<file path="config.mk">
export PLATFORM = sky130hd
export DESIGN_NAME = video_fbuf_swap_ctrl_flat
export DESIGN_NICKNAME = d
export VERILOG_FILES = /design/src/rtl/video_fbuf_swap_ctrl_if.sv /design/src/rtl/video_fbuf_swap_ctrl.sv /design/src/flat_wrapper.sv
export SDC_FILE = /design/constraint.sdc
export NUM_CORES = 1
export LEC_CHECK = 0
export ABC_AREA = 1
export CORE_ASPECT_RATIO = 1.75
export CORE_UTILIZATION = 47
export DETAILED_ROUTE_END_ITERATION = 6
export PLACE_DENSITY = 0.86
export SYNTH_ARGS = -nofsm -noshare
export SYNTH_HDL_FRONTEND = slang
export SYNTH_SLANG_ARGS = --single-unit
export TNS_END_PERCENT = 5
</file>
<file path="constraint.sdc">
create_clock -name iSysClk -period 3.45 [get_ports iSysClk]
set_clock_uncertainty 0.05 [all_clocks]
set_input_delay 0.5175 -clock iSysClk [delete_from_list [all_inputs] [get_ports iSysClk]]
set_output_delay 0.5175 -clock iSysClk [all_outputs]
set_load 0.01 [all_outputs]
</file>
<file path="src/rtl/video_fbuf_swap_ctrl_if.sv">
// Bundle of CSR, vsync, write/read DMA and status signals for the
// frame-buffer swap controller. Optional stats under FBUF_SWAP_STAT_EN.
interface video_fbuf_swap_ctrl_if #(
  parameter int AW = 19
`ifdef FBUF_SWAP_STAT_EN
  , parameter int SW = 16
`endif
);
  logic          iDmaEn;
  logic [AW-1:0] iFbufAdrs1;
  logic [AW-1:0] iFbufAdrs2;
  logic [AW-1:0] iFbufLen;
  logic          iVsyncStart;
  logic          oWrDmaReq;
  logic [AW-1:0] oWrDmaAdrs;
  logic [AW-1:0] oWrDmaLen;
  logic          iWrDmaAck;
  logic          iWrDmaDone;
  logic          oRdDmaReq;
  logic [AW-1:0] oRdDmaAdrs;
  logic [AW-1:0] oRdDmaLen;
  logic          iRdDmaAck;
  logic          iRdDmaDone;
  logic          oFrontSel;
  logic          oFrameRepeat;
  logic          oRdOverrun;
  logic          oBusy;
`ifdef FBUF_SWAP_STAT_EN
  logic [SW-1:0] oSwapCnt;
  logic [SW-1:0] oRepeatCnt;
`endif

  modport master (
    input  iDmaEn, iFbufAdrs1, iFbufAdrs2,
    input  iFbufLen, iVsyncStart,
    input  iWrDmaAck, iWrDmaDone,
    input  iRdDmaAck, iRdDmaDone,
    output oWrDmaReq, oWrDmaAdrs, oWrDmaLen,
    output oRdDmaReq, oRdDmaAdrs, oRdDmaLen,
    output oFrontSel, oFrameRepeat,
    output oRdOverrun, oBusy
`ifdef FBUF_SWAP_STAT_EN
    , output oSwapCnt, oRepeatCnt
`endif
  );

  modport slave (
    output iDmaEn, iFbufAdrs1, iFbufAdrs2,
    output iFbufLen, iVsyncStart,
    output iWrDmaAck, iWrDmaDone,
    output iRdDmaAck, iRdDmaDone,
    input  oWrDmaReq, oWrDmaAdrs, oWrDmaLen,
    input  oRdDmaReq, oRdDmaAdrs, oRdDmaLen,
    input  oFrontSel, oFrameRepeat,
    input  oRdOverrun, oBusy
`ifdef FBUF_SWAP_STAT_EN
    , input oSwapCnt, oRepeatCnt
`endif
  );
endinterface

</file>
<file path="src/rtl/video_fbuf_swap_ctrl.sv">
// Ping-pong frame-buffer scheduler: writes the back buffer, scans out the
// front buffer, swaps only at vsync once the back write is complete.
// Ports: iSysClk, iSysRst (sync, active-high), bus (master modport).
// Optional FBUF_SWAP_STAT_EN adds saturating swap/repeat counters.
module video_fbuf_swap_ctrl #(
  parameter int pMemAdrsWidth = 19
`ifdef FBUF_SWAP_STAT_EN
  , parameter int pStatWidth = 16
`endif
) (
  input  logic                   iSysClk,
  input  logic                   iSysRst,
  video_fbuf_swap_ctrl_if.master bus
);
  localparam int AW = pMemAdrsWidth;

  typedef enum logic [1:0] {
    WS_IDLE, WS_REQ, WS_BUSY, WS_HOLD
  } ws_t;

  ws_t           r_state;
  logic          r_front;
  logic          r_wr_req;
  logic [AW-1:0] r_wr_adrs;
  logic [AW-1:0] r_wr_len;
  logic          r_rd_req;
  logic          r_rd_busy;
  logic [AW-1:0] r_rd_adrs;
  logic [AW-1:0] r_rd_len;
  logic          r_repeat;
  logic          r_overrun;

  logic          w_busy_done;
  logic          w_swap;
  logic          w_repeat;
  logic          w_front_nxt;
  logic          w_wr_issue;
  logic          w_rd_issue;
  logic [AW-1:0] w_back_adrs;
  logic [AW-1:0] w_front_adrs;

  // A done arriving with vsync counts first, so that frame still swaps.
  assign w_busy_done = (r_state == WS_BUSY) & bus.iWrDmaDone;
  assign w_swap = bus.iVsyncStart &
                  ((r_state == WS_HOLD) | w_busy_done);
  assign w_repeat = bus.iVsyncStart &
                    ((r_state == WS_REQ) |
                     ((r_state == WS_BUSY) & ~bus.iWrDmaDone));
  assign w_front_nxt = r_front ^ w_swap;
  // Addresses follow the post-swap front selection.
  assign w_back_adrs  = w_front_nxt ? bus.iFbufAdrs1
                                    : bus.iFbufAdrs2;
  assign w_front_adrs = w_front_nxt ? bus.iFbufAdrs2
                                    : bus.iFbufAdrs1;
  assign w_wr_issue = bus.iDmaEn &
                      ((r_state == WS_IDLE) | w_swap);
  assign w_rd_issue = bus.iVsyncStart & bus.iDmaEn &
                      ~r_rd_busy;

  always_ff @(posedge iSysClk) begin
    if (iSysRst) begin
      r_state   <= WS_IDLE;
      r_front   <= 1'b0;
      r_wr_req  <= 1'b0;
      r_wr_adrs <= '0;
      r_wr_len  <= '0;
      r_rd_req  <= 1'b0;
      r_rd_busy <= 1'b0;
      r_rd_adrs <= '0;
      r_rd_len  <= '0;
      r_repeat  <= 1'b0;
      r_overrun <= 1'b0;
    end else begin
      r_front   <= w_front_nxt;
      r_repeat  <= w_repeat;
      r_overrun <= bus.iVsyncStart & r_rd_busy;

      if (w_wr_issue) begin
        r_state   <= WS_REQ;
        r_wr_req  <= 1'b1;
        r_wr_adrs <= w_back_adrs;
        r_wr_len  <= bus.iFbufLen;
      end else begin
        unique case (r_state)
          WS_IDLE: ;
          WS_REQ: begin
            // Ack wins over a same-cycle disable: job was accepted.
            if (bus.iWrDmaAck) begin
              r_wr_req <= 1'b0;
              r_state  <= WS_BUSY;
            end else if (!bus.iDmaEn) begin
              r_wr_req <= 1'b0;
              r_state  <= WS_IDLE;
            end
          end
          WS_BUSY: begin
            if (bus.iWrDmaDone)
              r_state <= bus.iVsyncStart ? WS_IDLE
                                         : WS_HOLD;
          end
          WS_HOLD: begin
            if (bus.iVsyncStart) r_state <= WS_IDLE;
          end
          default: r_state <= WS_IDLE;
        endcase
      end

      if (w_rd_issue) begin
        r_rd_req  <= 1'b1;
        r_rd_busy <= 1'b1;
        r_rd_adrs <= w_front_adrs;
        r_rd_len  <= bus.iFbufLen;
      end else if (r_rd_req) begin
        if (bus.iRdDmaAck) begin
          r_rd_req <= 1'b0;
        end else if (!bus.iDmaEn) begin
          r_rd_req  <= 1'b0;
          r_rd_busy <= 1'b0;
        end
      end else if (r_rd_busy && bus.iRdDmaDone) begin
        r_rd_busy <= 1'b0;
      end
    end
  end

  assign bus.oWrDmaReq    = r_wr_req;
  assign bus.oWrDmaAdrs   = r_wr_adrs;
  assign bus.oWrDmaLen    = r_wr_len;
  assign bus.oRdDmaReq    = r_rd_req;
  assign bus.oRdDmaAdrs   = r_rd_adrs;
  assign bus.oRdDmaLen    = r_rd_len;
  assign bus.oFrontSel    = r_front;
  assign bus.oFrameRepeat = r_repeat;
  assign bus.oRdOverrun   = r_overrun;
  assign bus.oBusy = r_wr_req | r_rd_req |
                     (r_state == WS_BUSY) | r_rd_busy;

`ifdef FBUF_SWAP_STAT_EN
  logic [pStatWidth-1:0] r_swap_cnt;
  logic [pStatWidth-1:0] r_rep_cnt;

  always_ff @(posedge iSysClk) begin
    if (iSysRst) begin
      r_swap_cnt <= '0;
      r_rep_cnt  <= '0;
    end else begin
      if (w_swap && !(&r_swap_cnt))
        r_swap_cnt <= r_swap_cnt + 1'b1;
      if (w_repeat && !(&r_rep_cnt))
        r_rep_cnt <= r_rep_cnt + 1'b1;
    end
  end

  assign bus.oSwapCnt   = r_swap_cnt;
  assign bus.oRepeatCnt = r_rep_cnt;
`endif
endmodule

</file>
<file path="src/flat_wrapper.sv">
// flat-port wrapper written by rule: the top's interface ports become plain ports
module video_fbuf_swap_ctrl_flat 
#(
  parameter int pMemAdrsWidth = 19

)
  (iSysClk, iSysRst, bus_iDmaEn, bus_iFbufAdrs1, bus_iFbufAdrs2, bus_iFbufLen, bus_iVsyncStart, bus_iWrDmaAck, bus_iWrDmaDone, bus_iRdDmaAck, bus_iRdDmaDone, bus_oWrDmaReq, bus_oWrDmaAdrs, bus_oWrDmaLen, bus_oRdDmaReq, bus_oRdDmaAdrs, bus_oRdDmaLen, bus_oFrontSel, bus_oFrameRepeat, bus_oRdOverrun, bus_oBusy);
  video_fbuf_swap_ctrl_if #(.AW((19))) bus_i ();
  input  logic iSysClk;
  input  logic iSysRst;
  input wire logic [$bits(bus_i.iDmaEn)-1:0] bus_iDmaEn;
  input wire logic [$bits(bus_i.iFbufAdrs1)-1:0] bus_iFbufAdrs1;
  input wire logic [$bits(bus_i.iFbufAdrs2)-1:0] bus_iFbufAdrs2;
  input wire logic [$bits(bus_i.iFbufLen)-1:0] bus_iFbufLen;
  input wire logic [$bits(bus_i.iVsyncStart)-1:0] bus_iVsyncStart;
  input wire logic [$bits(bus_i.iWrDmaAck)-1:0] bus_iWrDmaAck;
  input wire logic [$bits(bus_i.iWrDmaDone)-1:0] bus_iWrDmaDone;
  input wire logic [$bits(bus_i.iRdDmaAck)-1:0] bus_iRdDmaAck;
  input wire logic [$bits(bus_i.iRdDmaDone)-1:0] bus_iRdDmaDone;
  output wire logic [$bits(bus_i.oWrDmaReq)-1:0] bus_oWrDmaReq;
  output wire logic [$bits(bus_i.oWrDmaAdrs)-1:0] bus_oWrDmaAdrs;
  output wire logic [$bits(bus_i.oWrDmaLen)-1:0] bus_oWrDmaLen;
  output wire logic [$bits(bus_i.oRdDmaReq)-1:0] bus_oRdDmaReq;
  output wire logic [$bits(bus_i.oRdDmaAdrs)-1:0] bus_oRdDmaAdrs;
  output wire logic [$bits(bus_i.oRdDmaLen)-1:0] bus_oRdDmaLen;
  output wire logic [$bits(bus_i.oFrontSel)-1:0] bus_oFrontSel;
  output wire logic [$bits(bus_i.oFrameRepeat)-1:0] bus_oFrameRepeat;
  output wire logic [$bits(bus_i.oRdOverrun)-1:0] bus_oRdOverrun;
  output wire logic [$bits(bus_i.oBusy)-1:0] bus_oBusy;
  assign bus_i.iDmaEn = bus_iDmaEn;
  assign bus_i.iFbufAdrs1 = bus_iFbufAdrs1;
  assign bus_i.iFbufAdrs2 = bus_iFbufAdrs2;
  assign bus_i.iFbufLen = bus_iFbufLen;
  assign bus_i.iVsyncStart = bus_iVsyncStart;
  assign bus_i.iWrDmaAck = bus_iWrDmaAck;
  assign bus_i.iWrDmaDone = bus_iWrDmaDone;
  assign bus_i.iRdDmaAck = bus_iRdDmaAck;
  assign bus_i.iRdDmaDone = bus_iRdDmaDone;
  assign bus_oWrDmaReq = bus_i.oWrDmaReq;
  assign bus_oWrDmaAdrs = bus_i.oWrDmaAdrs;
  assign bus_oWrDmaLen = bus_i.oWrDmaLen;
  assign bus_oRdDmaReq = bus_i.oRdDmaReq;
  assign bus_oRdDmaAdrs = bus_i.oRdDmaAdrs;
  assign bus_oRdDmaLen = bus_i.oRdDmaLen;
  assign bus_oFrontSel = bus_i.oFrontSel;
  assign bus_oFrameRepeat = bus_i.oFrameRepeat;
  assign bus_oRdOverrun = bus_i.oRdOverrun;
  assign bus_oBusy = bus_i.oBusy;
  video_fbuf_swap_ctrl #(.pMemAdrsWidth(pMemAdrsWidth)) u_core (.iSysClk(iSysClk), .iSysRst(iSysRst), .bus(bus_i));
endmodule
</file>
==> metrics list, run 1 <==
* Routed wire per std cell: 14.8 µm
- Via count normalized by instance count: 5.13
- Data arrival, critical path: 2.75 ns
- In this run, synthesis inferred 0 flip-flops with an integrated enable.
- The commonest cells after synthesis are sky130_fd_sc_hd__nand2_1 (156), sky130_fd_sc_hd__dfxtp_1 (84), sky130_fd_sc_hd__nand3_1 (83).
- The final layout contains 749 nets.
- The min-delay analysis places its worst path in the category reg2reg.
* Lkg Pwr: 2.57 nW
- After the flow finishes, the layout carries non-filler instances totaling 777.
- The region available for standard cell placement spans 0.00762 mm².
- Worst VDD drop: 0.355 mV
* Initial core utilization: 49.1%
* Synthesis-to-finish area growth: 45.2%
* Netlist area before placement: 0.00374 mm²
* Cell count after placement: 761
- First-pass iteration count of the detailed router: 5
* Initial detailed-routing violation count: 202
- RSZ-0062 raised after global routing: no
- The first global-routing pass estimated 18200 µm of wire.
- The number of max-slew violations in the final report is 0.
- Synthesized instance count: 552
* Htree depth: 3
- Proportion of layout cells with a drive suffix above 1: 5.95%
- Sum of negative setup slack: 0 ns
- Cell row count: 42
* Detailed placement HPWL: 8660 µm
- At the pin with the least slew margin, the transition time is 1.00 ns.
- Largest net degree at the start of global routing: 40
* Clock tree buffer depth: 2
- Max-cap violations in this run came to 0.
- STA classifies the critical path startpoint as an input pin.
- Counting the buffers created by CTS gives 9.
* Dominant register cell in the synthesized netlist: sky130_fd_sc_hd__dfxtp_1
- In the post-synthesis netlist, the cell with the most instances is sky130_fd_sc_hd__nand2_1.
- Fmax achieved: 388 MHz
* Cell Chain, Critical Path: clkdlybuf4s50_1, nand3_1, clkinv_1, buf_4, nor2_1, nor2_1
* Crit-path max FO: 39
- For this run, the slowest stage of the critical path takes 0.78 ns.
- After synthesis, the share of flip-flops with an asynchronous set or reset is 0%.
- Hold slack: 0.395 ns
- Cells resized by post-CTS repair: 0
- Clock tree root buffer cell: sky130_fd_sc_hd__clkbuf_16
- Number of clock sinks: 84
- The setup path with the least slack is of type in2reg.
- Buffers inserted to repair hold after CTS numbered 0.
- TritonCTS built the clock tree.
- Floorplan die area: 0.00833 mm²
* Later-pin clock latency in the skew report: 0.34 ns
- Clock-pin slew was measured on the worst setup and hold paths at 0.06 ns.
- The worst setup path is captured at a flip-flop.
- The die is 120 µm tall.
- In this run the post-CTS setup repair buffer count came out at 0.
- Routability-driven placement finished with a final weighted congestion of 0.947.
- Cell types with the largest area share after synthesis: sky130_fd_sc_hd__dfxtp_1 (45%), sky130_fd_sc_hd__nand2_1 (16%), sky130_fd_sc_hd__nand3_1 (11%)
- The completed layout was analyzed and its total power is 2.48 mW.
- For this run, design rule violations remaining after detail routing come to 0.
- The total overflow left after global routing is 0.
- Number of flip-flops and latches in the synthesized netlist: 84
- Relative slew margins: 32.9%
- Synth warn: 0
- sky130_fd_sc_hd__dfxtp_1 takes more of the synthesized area than any other cell.
* Worst-path cell with the longest stage delay: sky130_fd_sc_hd__clkinv_1
* Number of vias after detailed routing: 3985
- The floorplan step set the die width to 69.4 µm.
* Diodes inserted: 0
- Count of unique library cells instantiated by Yosys: 19
* Via count of the first global-routing pass: 3906
- The cell that appears most often on the critical path is sky130_fd_sc_hd__nor2_1.
- Setup violations remaining at the end of the flow were counted as 0.
- Global routing consumed, over all layers together, 28.3% of the routing resources.
- Synthesis produced a netlist with a net count of 617.
* Antenna Violating Nets Remaining: 0
- Sequential-to-total area share from yosys stat: 44.9%
* Final period utilization: 74.7%
- The initial antenna violation count was 0.
* Result of the run: finished, final reports clean
- For the finished layout, the period the worst path requires is 2.58 ns.
- PwrDens: 456 mW/mm²
- Fill cells in the final layout number 667.
- IO Count: 147
* Synthesized area per cell: 6.78 µm²
- Fraction of synthesized cell area taken by the top area cell type: 44.9%
- Final hold violation count: 0
* Port bufs: 146
- Total Routed Length: 11500 µm
* Critical Path RT: 3.62 ns
## worst max-delay path, delay by kind of cell
kind,cells,cell delay (ns)
AND/OR/NAND/NOR,3,0.38
buffers and inverters,3,1.85
## metrics by stage
stage / utilization [%] / setup WS [ns] / area [µm²]
CTS: 71.3 / 0.916 / 5430
detailed placement: 67.5 / 0.576 / 5140
finish: 71.3 / 0.872 / 5430
global placement: 67.5 / 0.635 / 5140
global route: 71.3 / 0.710 / 5430
floorplan: - / 1.98 / 3740
## registers in the layout (all words and copies together) (netlist names)
signal                   cells
u_core.bus.oFrameRepeat      1
u_core.bus.oRdDmaAdrs       19
u_core.bus.oWrDmaReq         1
u_core.bus.oFrontSel         1
u_core.r_state               2
u_core.bus.oRdDmaLen        19
u_core.bus.oRdOverrun        1
u_core.bus.oWrDmaAdrs       19
u_core.bus.oWrDmaLen        19
u_core.r_rd_busy             1
u_core.bus.oRdDmaReq         1
## cells by family (layout without fill, tap and decap cells)
logic type	Yosys count	count (layout)	share of synthesized area, %
AND/OR/NAND/NOR	337	337	38.2
AO/OA/AOI/OAI	30	30	4.01
buffers and inverters	101	238	12.9
flip-flops	84	84	44.9
## final timing paths
check	from	endpoint	slack, ns	cells after the start
worst max-delay path	bus_iDmaEn	u_core.bus.oRdDmaLen[18]	0.87	6
worst min-delay path	u_core.bus.oWrDmaLen[5]	u_core.bus.oWrDmaLen[5]	0.39	2
worst max register to register	u_core.r_rd_busy	u_core.bus.oRdDmaLen[18]	1.24	6
worst min register to register	u_core.bus.oWrDmaLen[5]	u_core.bus.oWrDmaLen[5]	0.39	2
## cell usage in the layout, fill, tap and decap left out, types with 6 or more instances in the layout
master                            netlist  layout
sky130_fd_sc_hd__a21oi_1                6       6
sky130_fd_sc_hd__clkdlybuf4s50_1        0     146
sky130_fd_sc_hd__o21ai_0               24      24
sky130_fd_sc_hd__nor2_1                78      78
sky130_fd_sc_hd__dfxtp_1               84      84
sky130_fd_sc_hd__nand3_1               83      83
sky130_fd_sc_hd__buf_4                  7       7
sky130_fd_sc_hd__nand2_2               15      15
sky130_fd_sc_hd__nand2_1              156     156
sky130_fd_sc_hd__clkbuf_16              0       9
sky130_fd_sc_hd__inv_1                 66      65
## layer usage
layer	GRT usage (%)	up-vias	part of all wire [%]
met4	19.6	0	5.9
met1	26.8	1781	35
met2	52.8	199	52
met3	6.13	45	6.8
li1	-	1960	-
met5	0	-	0
## report_power, final
part	switching (mW)	leakage (nW)	total [mW]	internal [mW]
registers	0.0422	0.691	1.09	1.04
logic	0.228	1.74	0.476	0.247
clock network	0.372	0.138	0.918	0.545
total	0.643	2.57	2.48	1.84
## final cells by class
| type | count | area, µm² | area share [%] |
|---|---|---|---|
| repair buffers | 153 | 1510 | 27.9 |
| well taps | 88 | 110 | 2.03 |
| clock inverters | 3 | 20.0 | 0.368 |
| clock buffers | 13 | 270 | 4.97 |
| flip-flops and latches | 84 | 1680 | 31.0 |
| multi-input cells | 367 | 1580 | 29.0 |
| inverters | 69 | 259 | 4.77 |
No activity file was read; power rests on OpenSTA's default activity.
==> run 2: changes to the inputs <==
- CORE_UTILIZATION: 47 -> 39
- PLACE_DENSITY: 0.86 -> 0.76
- clock period: 3.45 -> 2.08 ns (I/O delays scaled with it)
==> run 2 against run 1 <==
Against the previous run: via count is 0.60% lower; non-clock buffer count up 7; sequential cell count stayed put; register-to-register slack worse by 0.63 ns; combinational power up 70%; critical endpoint is now bus_oBusy.
==> metrics list, run 2 (same netlist as run 1, synthesis figures left out) <==
- Result of the run: finished, final reports clean
- In the global route stage, met2 resource usage came out at 45.1%.
- In the final layout, the multi-input gates occupy 0.00158 mm².
* Lkg Pwr: 2.65 nW
- Of the total power, the share spent switching nets is 25.3%.
- Summed over all nets, the switching power comes to 1.10 mW.
- Data on the critical path is required at its endpoint by 1.72 ns.
- Most frequent cells in the layout: sky130_fd_sc_hd__nand2_1 (156), sky130_fd_sc_hd__clkdlybuf4s50_1 (146), sky130_fd_sc_hd__nand3_1 (83), sky130_fd_sc_hd__dfxtp_1 (83), sky130_fd_sc_hd__nor2_1 (78)
* Cell Chain, Critical Path: inv_1, nor2_1, nor3_1, nand2_1, clkdlybuf4s50_1
* Final period utilization: 93.4%
- Setup violations remaining at the end of the flow were counted as 0.
- At the end of the flow, the number of nets in the layout was 756.
- PwrDens: 773 mW/mm²
- Clock tree root buffer cell: sky130_fd_sc_hd__clkbuf_16
- The floorplan step defined a core boundary enclosing 0.00941 mm².
- Of the cells placed in the final design, the portion with a size suffix greater than 1 is 7.33%.
* Total Routed Length: 11600 µm
* Horizontal die dimension: 76.0 µm
* Detailed placement HPWL: 8720 µm
- Setup repair after global routing left no endpoint under its margin.
- Fmax achieved: 515 MHz
- Worst-Margin Slew: 0.378 ns
- Synthesis-to-finish area growth: 50.1%
- Die Height: 132 µm
- The critical path is of the reg2out type.
- The clock net in this run drives a total of 84 sinks.
- Busiest grt layer: met2
* Antenna Violating Nets Remaining: 0
- For the final routed database, the setup TNS stands at 0 ns.
* Global routing usage on met3: 4.72%
- Final instance area: 0.00562 mm²
- The worst path in the final design needs a cycle of 1.94 ns, including I/O delays and setup.
- CTS built an H-tree with a depth of 3.
- The count of final hold-check violations is 0.
- Worst-path cell with the longest stage delay: sky130_fd_sc_hd__clkdlybuf4s50_1
- Combinational logic is responsible for 18.6% of the overall power.
* Via count normalized by instance count: 4.84
- Placed instance area: 0.00529 mm²
* Family with the most delay on the worst path: buffers and inverters
- STA classifies the critical path startpoint as a flip-flop.
* Data arrival, critical path: 1.58 ns
- Number of vias after detailed routing: 3961
* Wire length of the first global-routing pass: 18600 µm
- Post-Route Utilization: 59.7%
* Port bufs: 146
- The worst setup path is captured at an output port.
- Across all register-to-register paths, the minimum setup slack is 0.61 ns.
- Global routing finished with a remaining overflow of 0.
- Once the floorplan was initialized, standard cells occupied 39.8% of the core.
- Global-route met1 utilization: 23.6%
- Largest incremental delay on the critical path: 0.53 ns
* IO Count: 147
* TritonCTS clock tree: yes
- Along the worst path, the maximum fanout reaches 7.
- In the final routed layout, each cell accounts on average for 14.2 µm.
- In this run the deepest clock path goes through 2 buffers.
* Hold Crit Class: reg2reg
- Routability congestion estimate from global placement: 0.933
* Number of CTS-inserted buffers: 9
- Cell row count: 47
* Floorplan die area: 0.0100 mm²
- Filler cell count in the final layout: 902
* Antenna violations before repair: 0
* Buffers plus inverters on the worst setup path: 2
* Slew Viols, Final: 0
* Sequential cell area: 0.00168 mm²
- Internal power comes to 3.24 mW.
* Largest net degree at the start of global routing: 39
* Hold-fix buffers, CTS: 0
* Setup Buffers After CTS: 0
* First-pass iteration count of the detailed router: 6
- DRC viols: 0
- Worst VDD drop: 0.557 mV
- Of the total power, registers draw 41.4%.
- Via count of the first global-routing pass: 3813
- Diodes inserted: 0
- Clock share of power: 39.9%
- Total routing usage reported by global routing: 23.6%
- Max-cap violations in this run came to 0.
- Most common library cell in the layout ignoring fill and taps: sky130_fd_sc_hd__nand2_1
- Relative slew margins: 74.7%
* Initial detailed-routing violation count: 172
* Clock transition at path regs: 0.06 ns
- For the worst-skew pair, the clock arrives at the later sink with an insertion delay of 0.33 ns.
-- run 2: final timing paths --
path	to	from	cells past startpoint
worst max-delay path	bus_oBusy	u_core.r_state[1]	5
worst min-delay path	u_core.bus.oWrDmaLen[9]	u_core.bus.oWrDmaLen[9]	2
worst max register to register	u_core.bus.oRdDmaAdrs[17]	u_core.r_state[0]	9
worst min register to register	u_core.bus.oWrDmaLen[9]	u_core.bus.oWrDmaLen[9]	2
-- run 2: power groups by stage --
stage | Sequential [mW] | Clock (mW) | Combinational, mW
finish | 1.80 | 1.73 | 0.809
global route | 1.81 | 1.83 | 0.878
CTS | 1.80 | 1.76 | 0.817
detailed placement | 1.83 | 0 | 0.814
global placement | 1.83 | 0 | 0.799
floorplan | 1.88 | 0 | 0.303
-- run 2: layout make-up --
class	instances	area share, %
repair buffers	160	28.8
multi-input cells	367	28.1
flip-flops and latches	84	30.0
clock inverters	6	1.56
inverters	69	4.61
well taps	122	2.72
clock buffers	10	4.26
-- run 2: repair_timing --
action | 4_1_cts | 5_1_grt
resized for setup | 0 | 1
endpoints found under the hold margin | 0 | 0
setup endpoints to repair | 0 | 1
-- run 2: metrics by stage --
stage          hold WS (ns)  instances  worst slack (ns)  power, mW
6_report              0.397        818             0.137       4.34
5_1_grt               0.415        818            0.0405       4.52
2_1_floorplan         0.372        552             0.757       2.19
4_1_cts               0.399        818            0.0622       4.37
3_3_place_gp          0.378        802             0.209       2.63
3_5_place_dp          0.383        802             0.139       2.65
-- run 2: metal layers --
layer  wire [µm]  part of all wire [%]  vias to the layer above
li1            -                     -                     1970
met1        4120                    35                     1807
met2        6340                    54                      158
met3         739                   6.3                       26
met4         441                   3.8                        0
met5           0                     0                        -
-- run 2: worst min-delay path: cells and delay by family (launching register included) --
family	cells	cell delay, ns
flip-flops	1	0.31
AND/OR/NAND/NOR	2	0.10
